==> config.mk <==
export PLATFORM = sky130hd
export DESIGN_NAME = exec_sequencer
export DESIGN_NICKNAME = d
export VERILOG_FILES = /design/src/rtl/exec_sequencer.sv
export SDC_FILE = /design/constraint.sdc
export NUM_CORES = 1
export LEC_CHECK = 0
export CORE_MARGIN = 10
export CORE_UTILIZATION = 53
export CTS_CLUSTER_DIAMETER = 200
export DETAILED_ROUTE_END_ITERATION = 10
export MAX_ROUTING_LAYER = met4
export PLACE_DENSITY = 0.82
export SLEW_MARGIN = 5
export SYNTH_ARGS = -nofsm -noshare
export SYNTH_HDL_FRONTEND = slang
export SYNTH_SLANG_ARGS = --single-unit
==> constraint.sdc <==
create_clock -name clk -period 3.8 [get_ports clk]
set_clock_uncertainty 0.15 [all_clocks]
set_input_delay 0.76 -clock clk [delete_from_list [all_inputs] [get_ports clk]]
set_output_delay 0.76 -clock clk [all_outputs]
set_load 0.005 [all_outputs]
==> src/rtl/exec_sequencer.sv <==
// ============================================================================
// Module      : exec_sequencer
// Description : Multi-cycle LEGv8 control sequencer (IDLE/DECODE/EXEC/MEM/WB)
//               with memory wait timeout and sticky error reporting.
// Revision    : 1.0 - initial release
// ============================================================================
`default_nettype none

module exec_sequencer #(
    parameter int MEM_TIMEOUT = 15
) (
    input  logic        clk,
    input  logic        rst_n,
    input  logic        instr_valid,
    output logic        instr_ready,
    input  logic [10:0] opcode,
    input  logic        zero,
    input  logic        mem_ready,
    output logic [1:0]  alu_op,
    output logic        alu_src,
    output logic        mem_read,
    output logic        mem_write,
    output logic        reg_write,
    output logic        mem_to_reg,
    output logic        pc_write,
    output logic        pc_src,
    output logic        done,
    output logic [1:0]  err
);

    localparam logic [1:0] c_ALUOP_DTYPE = 2'b00;
    localparam logic [1:0] c_ALUOP_CBZ   = 2'b01;
    localparam logic [1:0] c_ALUOP_RTYPE = 2'b10;
    localparam logic [1:0] c_ALUOP_B     = 2'b11;
    localparam logic [3:0] c_TIMEOUT     = 4'(MEM_TIMEOUT);
    localparam logic [1:0] c_ERR_ILLEGAL = 2'b01;
    localparam logic [1:0] c_ERR_MEMTO   = 2'b10;

    typedef enum logic [2:0] {
        S_IDLE   = 3'd0,
        S_DECODE = 3'd1,
        S_EXEC   = 3'd2,
        S_MEM    = 3'd3,
        S_WB     = 3'd4
    } state_t;

    typedef enum logic [2:0] {
        K_R   = 3'd0,
        K_LD  = 3'd1,
        K_ST  = 3'd2,
        K_CBZ = 3'd3,
        K_B   = 3'd4,
        K_ILL = 3'd5
    } kind_t;

    state_t      r_state;
    state_t      w_next;
    logic [10:0] r_opcode;
    logic [1:0]  r_alu_op;
    logic        r_alu_src;
    logic [1:0]  r_err;
    logic [3:0]  r_cnt;
    kind_t       w_kind;
    logic [1:0]  w_dec_alu_op;
    logic        w_dec_alu_src;
    logic        w_timeout;

    assign instr_ready = rst_n && (r_state == S_IDLE);
    assign err         = r_err;
    assign w_timeout   = (r_cnt == c_TIMEOUT);

    // Classify the latched opcode and derive the ALU controls it implies.
    always_comb begin
        w_kind        = K_ILL;
        w_dec_alu_op  = r_alu_op;
        w_dec_alu_src = r_alu_src;
        casez (r_opcode)
            11'b10001011000,
            11'b11001011000,
            11'b10001010000,
            11'b10101010000: begin
                w_kind        = K_R;
                w_dec_alu_op  = c_ALUOP_RTYPE;
                w_dec_alu_src = 1'b0;
            end
            11'b11111000010: begin
                w_kind        = K_LD;
                w_dec_alu_op  = c_ALUOP_DTYPE;
                w_dec_alu_src = 1'b1;
            end
            11'b11111000000: begin
                w_kind        = K_ST;
                w_dec_alu_op  = c_ALUOP_DTYPE;
                w_dec_alu_src = 1'b1;
            end
            11'b10110100???: begin
                w_kind        = K_CBZ;
                w_dec_alu_op  = c_ALUOP_CBZ;
                w_dec_alu_src = 1'b0;
            end
            11'b000101?????: begin
                w_kind        = K_B;
                w_dec_alu_op  = c_ALUOP_B;
                w_dec_alu_src = 1'b0;
            end
            default: w_kind = K_ILL;
        endcase
    end

    // Next-state and control strobes; ALU controls come live from DECODE,
    // then from the held copy for the rest of the instruction and in IDLE.
    always_comb begin
        w_next     = r_state;
        alu_op     = r_alu_op;
        alu_src    = r_alu_src;
        mem_read   = 1'b0;
        mem_write  = 1'b0;
        reg_write  = 1'b0;
        mem_to_reg = 1'b0;
        pc_write   = 1'b0;
        pc_src     = 1'b0;
        done       = 1'b0;
        case (r_state)
            S_IDLE: begin
                if (instr_valid) w_next = S_DECODE;
            end
            S_DECODE: begin
                alu_op  = w_dec_alu_op;
                alu_src = w_dec_alu_src;
                if (w_kind == K_ILL) begin
                    done     = 1'b1;
                    pc_write = 1'b1;
                    w_next   = S_IDLE;
                end else begin
                    w_next = S_EXEC;
                end
            end
            S_EXEC: begin
                case (w_kind)
                    K_R:        w_next = S_WB;
                    K_LD, K_ST: w_next = S_MEM;
                    K_CBZ: begin
                        done     = 1'b1;
                        pc_write = 1'b1;
                        pc_src   = zero;
                        w_next   = S_IDLE;
                    end
                    K_B: begin
                        done     = 1'b1;
                        pc_write = 1'b1;
                        pc_src   = 1'b1;
                        w_next   = S_IDLE;
                    end
                    default: w_next = S_IDLE;
                endcase
            end
            S_MEM: begin
                if (w_timeout) begin
                    // Give up on the access: strobes drop, instruction retires.
                    done     = 1'b1;
                    pc_write = 1'b1;
                    w_next   = S_IDLE;
                end else begin
                    mem_read  = (w_kind == K_LD);
                    mem_write = (w_kind == K_ST);
                    if (mem_ready) begin
                        if (w_kind == K_LD) begin
                            w_next = S_WB;
                        end else begin
                            done     = 1'b1;
                            pc_write = 1'b1;
                            w_next   = S_IDLE;
                        end
                    end
                end
            end
            S_WB: begin
                reg_write  = 1'b1;
                mem_to_reg = (w_kind == K_LD);
                pc_write   = 1'b1;
                done       = 1'b1;
                w_next     = S_IDLE;
            end
            default: w_next = S_IDLE;
        endcase
    end

    // State register, opcode latch, held ALU controls, error and wait counter.
    always_ff @(posedge clk or negedge rst_n) begin
        if (!rst_n) begin
            r_state   <= S_IDLE;
            r_opcode  <= 11'd0;
            r_alu_op  <= 2'b00;
            r_alu_src <= 1'b0;
            r_err     <= 2'b00;
            r_cnt     <= 4'd0;
        end else begin
            r_state <= w_next;
            if (r_state == S_IDLE && instr_valid) begin
                r_opcode <= opcode;
                r_err    <= 2'b00;
            end
            if (r_state == S_DECODE) begin
                if (w_kind == K_ILL) begin
                    r_err <= c_ERR_ILLEGAL;
                end else begin
                    r_alu_op  <= w_dec_alu_op;
                    r_alu_src <= w_dec_alu_src;
                end
            end
            // Counter stays clear outside MEM, so each MEM visit starts at 0.
            if (r_state == S_MEM) begin
                if (w_timeout) begin
                    r_err <= c_ERR_MEMTO;
                end else if (!mem_ready) begin
                    r_cnt <= r_cnt + 4'd1;
                end
            end else begin
                r_cnt <= 4'd0;
            end
        end
    end

endmodule

`default_nettype wire

==> summary.md, run 1 <==
| Metric | Value |
|---|---|
| Status | `finished clean` |
| Setup CP Type | `reg -> out` |
| Fill count | `203` |
| Hpwl dp | `2330 um` |
| Final hold viol count | `0` |
| Via count | `1108` |
| Iter 0 DRT Violations | `99` |
| Placeable Area | `0.00225 sq mm` |
| Setup WS pre-CTS | `0.733 ns` |
| Slew HR | `71.8%` |
| Crit path DAT | `2.44 ns` |
| Starting density of the core | `56.3%` |
| Post-layout nets | `188` |
| Final period util | `88.1%` |
| Highest Clock Rate | `299 MHz` |
| FF-to-FF Start | `r_opcode[2]$_DFFE_PN0P_` |
| I/O Buffers | `28` |
| Die span in x | `68.9 um` |
| Htree depth | `1` |
| Syn Inst Count | `142` |
| Final ANT Viol Nets | `0` |
| Unrepaired setup endpoints after global routing | `no` |
| DR WL/cell | `15.1 um` |
| Final setup TNS | `0 ns` |
| Seq/Total Area, Yosys | `45.4%` |
| GRT Util Overall | `13.4%` |
| Worst setup path start | `r_opcode[2]$_DFFE_PN0P_` |
| Worst setup EP type | `primary output` |
| First-pass GRT wire length | `4810 um` |
| Die Y | `68.9 um` |
| IO Count | `29` |
| VDD IR max | `245 uV` |
| Total wire length | `2990 um` |
| Worst-Skew Late Latency | `0.31 ns` |
| TritonCTS clock tree | `built` |
| Avg Cell Area, Syn | `8.93 sq um` |
| Reg clk slew, reported paths | `0.13 ns` |
| GP Congestion | `0.824` |
| Pin count of the biggest net entering global routing | `24` |
| Remaining Overflow, GRT | `0` |
| Antenna violations before repair | `0` |
| Synthesized Nets | `159` |
| ANT cells | `0` |
| CTS Hold Bufs | `0` |
| Router iterations before antenna repair | `4` |
| Worst Min Path Start | `r_opcode[2]$_DFFE_PN0P_` |
| Layout cells sized above 1 | `9.41%` |
| DRC Markers | `0` |
| Synthesized area | `0.00127 sq mm` |
| DIE AREA | `0.00475 sq mm` |
| Hold Crit Class | `reg -> reg` |
| Distinct cells, synth | `42` |
| Post-CTS Repair Setup Buffers | `0` |
| Slew of the pin with the lowest slew margin | `0.420 ns` |
| Critical Path RT | `2.89 ns` |
| Clock sink count | `23` |
| Synth Register Bits | `23` |
| Post_cts resized | `0` |
| Critical Path Fanout Max | `5` |
| Layout area overhead | `25.6%` |
| TritonCTS Buffers | `3` |
| Vias in the first global route | `1025` |
| Power Dens Cells | `352 mW/mm^2` |
| Max Slew Vio Count | `0` |
| Longest Clk Path Bufs | `2` |
| Max Cap Violations | `0` |
| Pleak | `0.706 nW` |
| Post-route setup slack | `0.453 ns` |
| Number of core rows | `17` |
| DR vias/cell | `5.60` |
| Root buffer cell | `clkbuf_4` |
| Final setup vio count | `0` |
| YS warnings | `0` |
| Type of origin of the critical path | `flop` |
| Fin crit period | `3.35 ns` |
[worst max-delay path, cell delays in order, from the launching register on]
cell             delay, ns
dfrtp_1               0.40
or3b_4                0.43
nor3b_2               0.20
o21ai_2               0.12
a21oi_4               0.19
mux2_1                0.34
clkdlybuf4s50_1       0.45
[metal layers]
layer  share of wire [%]  up-vias  wire (um)  track usage [%]
li1                    -      549          -                -
met3                 7.1        2        211             2.42
met4                0.47        0         14             3.69
met1                  42      525       1270             15.5
met5                   0        -          0                -
met2                  50       32       1490             23.1
[flip-flops by register name, summed over array words and instances, names as in the netlist]
register and count:
err 2, r_alu_op 2, r_alu_src 1, r_cnt 4
r_opcode 11, r_state 3
[layout make-up]
cell class / instances / area [sq um] / share of cell area [%]
clock buffer: 3 / 22.5 / 1.41
clock inverter: 1 / 5.00 / 0.314
inverter: 3 / 11.3 / 0.706
multi-input combinational: 111 / 657 / 41.2
sequential: 23 / 576 / 36.1
tap: 28 / 35.0 / 2.20
timing repair buffer: 29 / 288 / 18.1
[cell usage in the layout, fill, tap and decap left out, types with 2 or more instances in the layout]
| cell type | Yosys | final |
|---|---|---|
| nor2_1 | 9 | 9 |
| a31oi_1 | 2 | 2 |
| o21ai_0 | 6 | 6 |
| nor3_1 | 4 | 4 |
| nand2_1 | 44 | 44 |
| nor3b_2 | 2 | 2 |
| clkbuf_4 | 0 | 3 |
| a21oi_1 | 5 | 5 |
| dfrtp_1 | 23 | 23 |
| nor2b_1 | 3 | 3 |
| mux2_1 | 2 | 2 |
| clkdlybuf4s50_1 | 0 | 28 |
| nand4b_1 | 2 | 2 |
| nand3_1 | 2 | 2 |
| nor3b_1 | 3 | 3 |
| and2_1 | 3 | 3 |
| inv_1 | 3 | 3 |
[cell families after synthesis]
| group | Yosys count | share of synthesized area, % |
|---|---|---|
| AO/OA/AOI/OAI | 24 | 13.7 |
| XOR/XNOR | 1 | 0.690 |
| adder cells (fa/ha/maj) | 1 | 0.986 |
| buffers and inverters | 8 | 2.86 |
| flip-flops | 23 | 45.4 |
| multiplexers | 3 | 2.56 |
| AND/OR/NAND/NOR | 82 | 33.8 |
[Yosys cell counts]
cell / instances / area, sq um
nor3b_2: 2 / 25.0
inv_1: 3 / 11.3
nor4bb_1: 1 / 10.0
a221o_2: 1 / 11.3
nor2_1: 9 / 33.8
mux2_1: 2 / 22.5
and3_2: 1 / 7.51
ha_1: 1 / 12.5
nor3b_1: 3 / 22.5
nor4_4: 1 / 21.3
o211ai_1: 1 / 7.51
mux2i_1: 1 / 10.0
and4bb_2: 1 / 12.5
o21ai_0: 6 / 30.0
buf_2: 2 / 10.0
and2_1: 3 / 18.8
a31o_2: 1 / 8.76
xnor2_1: 1 / 8.76
a31oi_1: 2 / 12.5
or2_2: 1 / 6.26
nand2_1: 44 / 165
dfrtp_1: 23 / 576
clkbuf_1: 2 / 7.51
buf_4: 1 / 7.51
nor2b_1: 3 / 18.8
nand3b_1: 1 / 7.51
and3_1: 1 / 6.26
a21oi_4: 1 / 16.3
a311o_1: 1 / 10.0
a21oi_1: 5 / 25.0
or3b_4: 1 / 11.3
a211oi_1: 1 / 7.51
a21o_1: 1 / 7.51
nand2b_1: 1 / 6.26
nor3_1: 4 / 20.0
o21ai_2: 1 / 8.76
a2bb2o_1: 1 / 10.0
and4_1: 1 / 8.76
nand4b_1: 2 / 17.5
o211a_1: 1 / 10.0
o32ai_1: 1 / 8.76
nand3_1: 2 / 10.0
[where the power goes]
| group | leakage, nW | total, mW | internal, mW | switching, mW |
|---|---|---|---|---|
| clock | 0.0177 | 0.115 | 0.0392 | 0.0755 |
| sequential | 0.296 | 0.307 | 0.276 | 0.0305 |
| combinational | 0.393 | 0.139 | 0.0778 | 0.0615 |
| total | 0.706 | 0.561 | 0.393 | 0.167 |
[metrics by stage]
stage                     util, %  instances  hold WS, ns  cell area (sq um)  power [mW]
after global routing         70.7        198        0.390               1590       0.603
after global placement       69.5        194        0.312               1570       0.446
after detailed placement     69.5        194        0.320               1570       0.452
final                        70.7        198        0.354               1590       0.561
after floorplan                 -        142        0.297               1270       0.380
after CTS                    70.7        198        0.353               1590       0.567
[path summary, 6_finish.rpt]
kind                                           end  slack (ns)  cells after the start
min                        r_opcode[2]$_DFFE_PN0P_        0.35                      2
min in group asynchronous     r_cnt[1]$_DFFE_PN0P_        0.73                      2
max reg2reg                r_alu_op[1]$_DFFE_PN0N_        1.86                      5
max                                      alu_op[1]        0.45                      6
max in group asynchronous  r_opcode[8]$_DFFE_PN0P_        2.54                      2
min reg2reg                r_opcode[2]$_DFFE_PN0P_        0.35                      2
Power figures use the tool's default switching activity.
==> run 2: changes to the inputs <==
CORE_ASPECT_RATIO = 1.2   (was default)
==> summary.md, run 2 (synthesized netlist as in run 1, its figures left out) <==
| Metric | Value |
|---|---|
| Status | `finished clean` |
| Worst-Skew Late Latency | `0.32 ns` |
| VDD IR max | `270 uV` |
| Final Power | `0.568 mW` |
| Worst setup EP type | `primary output` |
| Largest Register | `r_opcode` |
| Final period util | `87.9%` |
| Final ANT Viol Nets | `0` |
| Seq pwr share | `53.9%` |
| Slew HR | `67.1%` |
| TritonCTS clock tree | `built` |
| Post-route setup slack | `0.461 ns` |
| IO Count | `29` |
| DR vias/cell | `5.65` |
| DR WL/cell | `15.3 um` |
| Pleak | `0.706 nW` |
| Type of origin of the critical path | `flop` |
| Pin count of the biggest net entering global routing | `24` |
| GP Congestion | `0.861` |
| Final hold viol count | `0` |
| Highest Clock Rate | `299 MHz` |
| Antenna violations before repair | `0` |
| Die span in x | `64.7 um` |
| Top flop regs | `r_opcode (11), r_cnt (4), r_state (3)` |
| Total wire length | `3080 um` |
| FF-to-FF Start | `r_opcode[2]$_DFFE_PN0P_` |
| First-pass GRT wire length | `5020 um` |
| Placeable Area | `0.00228 sq mm` |
| ANT cells | `0` |
| Switch Pwr | `0.175 mW` |
| Max Slew Vio Count | `0` |
| Worst hold path stage count | `1` |
| Critical Path RT | `2.89 ns` |
| Remaining Overflow, GRT | `0` |
| Power Dens Cells | `355 mW/mm^2` |
| Layout cells sized above 1 | `9.41%` |
| Clock sink count | `23` |
| Number of core rows | `19` |
| Setup CP Type | `reg -> out` |
| Largest register FFs | `11` |
| Worst Hold End | `r_alu_op[1]$_DFFE_PN0N_` |
| Hold Crit Class | `reg -> reg` |
| Worst R2R Path Depth | `5` |
| Root buffer cell | `clkbuf_4` |
| Router iterations before antenna repair | `4` |
| Post-layout nets | `188` |
| Clock network power share | `20.9%` |
| Sw Share | `30.7%` |
| Logic pwr share | `25.2%` |
| I/O Buffers | `28` |
| GRT Util Overall | `13.6%` |
| Vias in the first global route | `1171` |
| Max Cap Violations | `0` |
| Slew of the pin with the lowest slew margin | `0.492 ns` |
| Critical Path Fanout Max | `5` |
| R2R setup slack | `1.89 ns` |
| Die Y | `73.6 um` |
| Reg clk slew, reported paths | `0.13 ns` |
| Layout area overhead | `25.9%` |
| DRC Markers | `0` |
| Starting density of the core | `55.6%` |
| Hpwl dp | `2400 um` |
| CTS Hold Bufs | `0` |
| Iter 0 DRT Violations | `51` |
| DIE AREA | `0.00476 sq mm` |
| Unrepaired setup endpoints after global routing | `no` |
| Htree depth | `1` |
| Commonest non-fill, non-tap cell in the layout | `nand2_1` |
| Design internal power | `0.393 mW` |
| Via count | `1136` |
| FF-to-FF End | `r_alu_op[1]$_DFFE_PN0N_` |
| Hold slack | `0.355 ns` |
| Crit path DAT | `2.43 ns` |
| Final setup vio count | `0` |
| TritonCTS Buffers | `3` |
| Longest Clk Path Bufs | `2` |
| Fin crit period | `3.34 ns` |
| Most frequent cells in the layout | `44 x nand2_1, 28 x clkdlybuf4s50_1, 23 x dfrtp_1, 9 x nor2_1, 6 x o21ai_0` |
| Final setup TNS | `0 ns` |
| Fin util | `70.0%` |
| Setup WS pre-CTS | `0.693 ns` |
| Post_cts resized | `0` |
| Worst Min Path Start | `r_alu_op[1]$_DFFE_PN0N_` |
| Post-CTS Repair Setup Buffers | `0` |
[run 2: cell counts in the layout (fill, tap and decap cells not counted)]
Identical to the previous run, type by type.
[run 2: power by group through the flow]
stage	combinational, mW	sequential, mW	clock [mW]
floorplan	0.0799	0.300	0
global placement	0.138	0.308	0
detailed placement	0.144	0.311	0
CTS	0.145	0.306	0.122
global route	0.158	0.311	0.133
finish	0.143	0.306	0.119
[run 2: area by class of cell]
cell class                      instances  area [sq um]
Multi-Input combinational cell        111           657
Timing Repair Buffer                   29           288
Sequential cell                        23           576
Clock inverter                          1          5.00
Tap cell                               31          38.8
Inverter                                3          11.3
Fill cell                             181           684
Clock buffer                            3          22.5
[run 2: through the flow]
stage | instance area, sq um | cells
floorplan | 1270 | 142
global placement | 1570 | 197
detailed placement | 1570 | 197
CTS | 1600 | 201
global route | 1600 | 201
finish | 1600 | 201
[run 2: how the worst max path moves through the flow]
| stage | startpoint | end | slack [ns] |
|---|---|---|---|
| final | r_opcode[2]$_DFFE_PN0P_ | alu_op[1] | 0.46 |
| after CTS | r_opcode[2]$_DFFE_PN0P_ | alu_op[1] | 0.45 |
| after detailed placement | mem_ready | done | 0.69 |
| after global routing | r_opcode[2]$_DFFE_PN0P_ | alu_op[1] | 0.33 |
| after global placement | mem_ready | done | 0.68 |
| after floorplan | r_opcode[2]$_DFFE_PN0P_ | pc_write | 1.31 |
[run 2: worst max-delay path: stages, from the launching register on]
cell and delay [ns]:
dfrtp_1 0.40, or3b_4 0.43, nor3b_2 0.18, o21ai_2 0.12
a21oi_4 0.19, mux2_1 0.33, clkdlybuf4s50_1 0.45
[run 2: routing by layer]
layer  vias up  share of wire [%]  GRT usage [%]
met5         -                  0              -
met4         0                2.4           8.57
met3         9                5.3           3.19
met2        42                 52           23.8
met1       533                 40           13.3
li1        552                  -              -
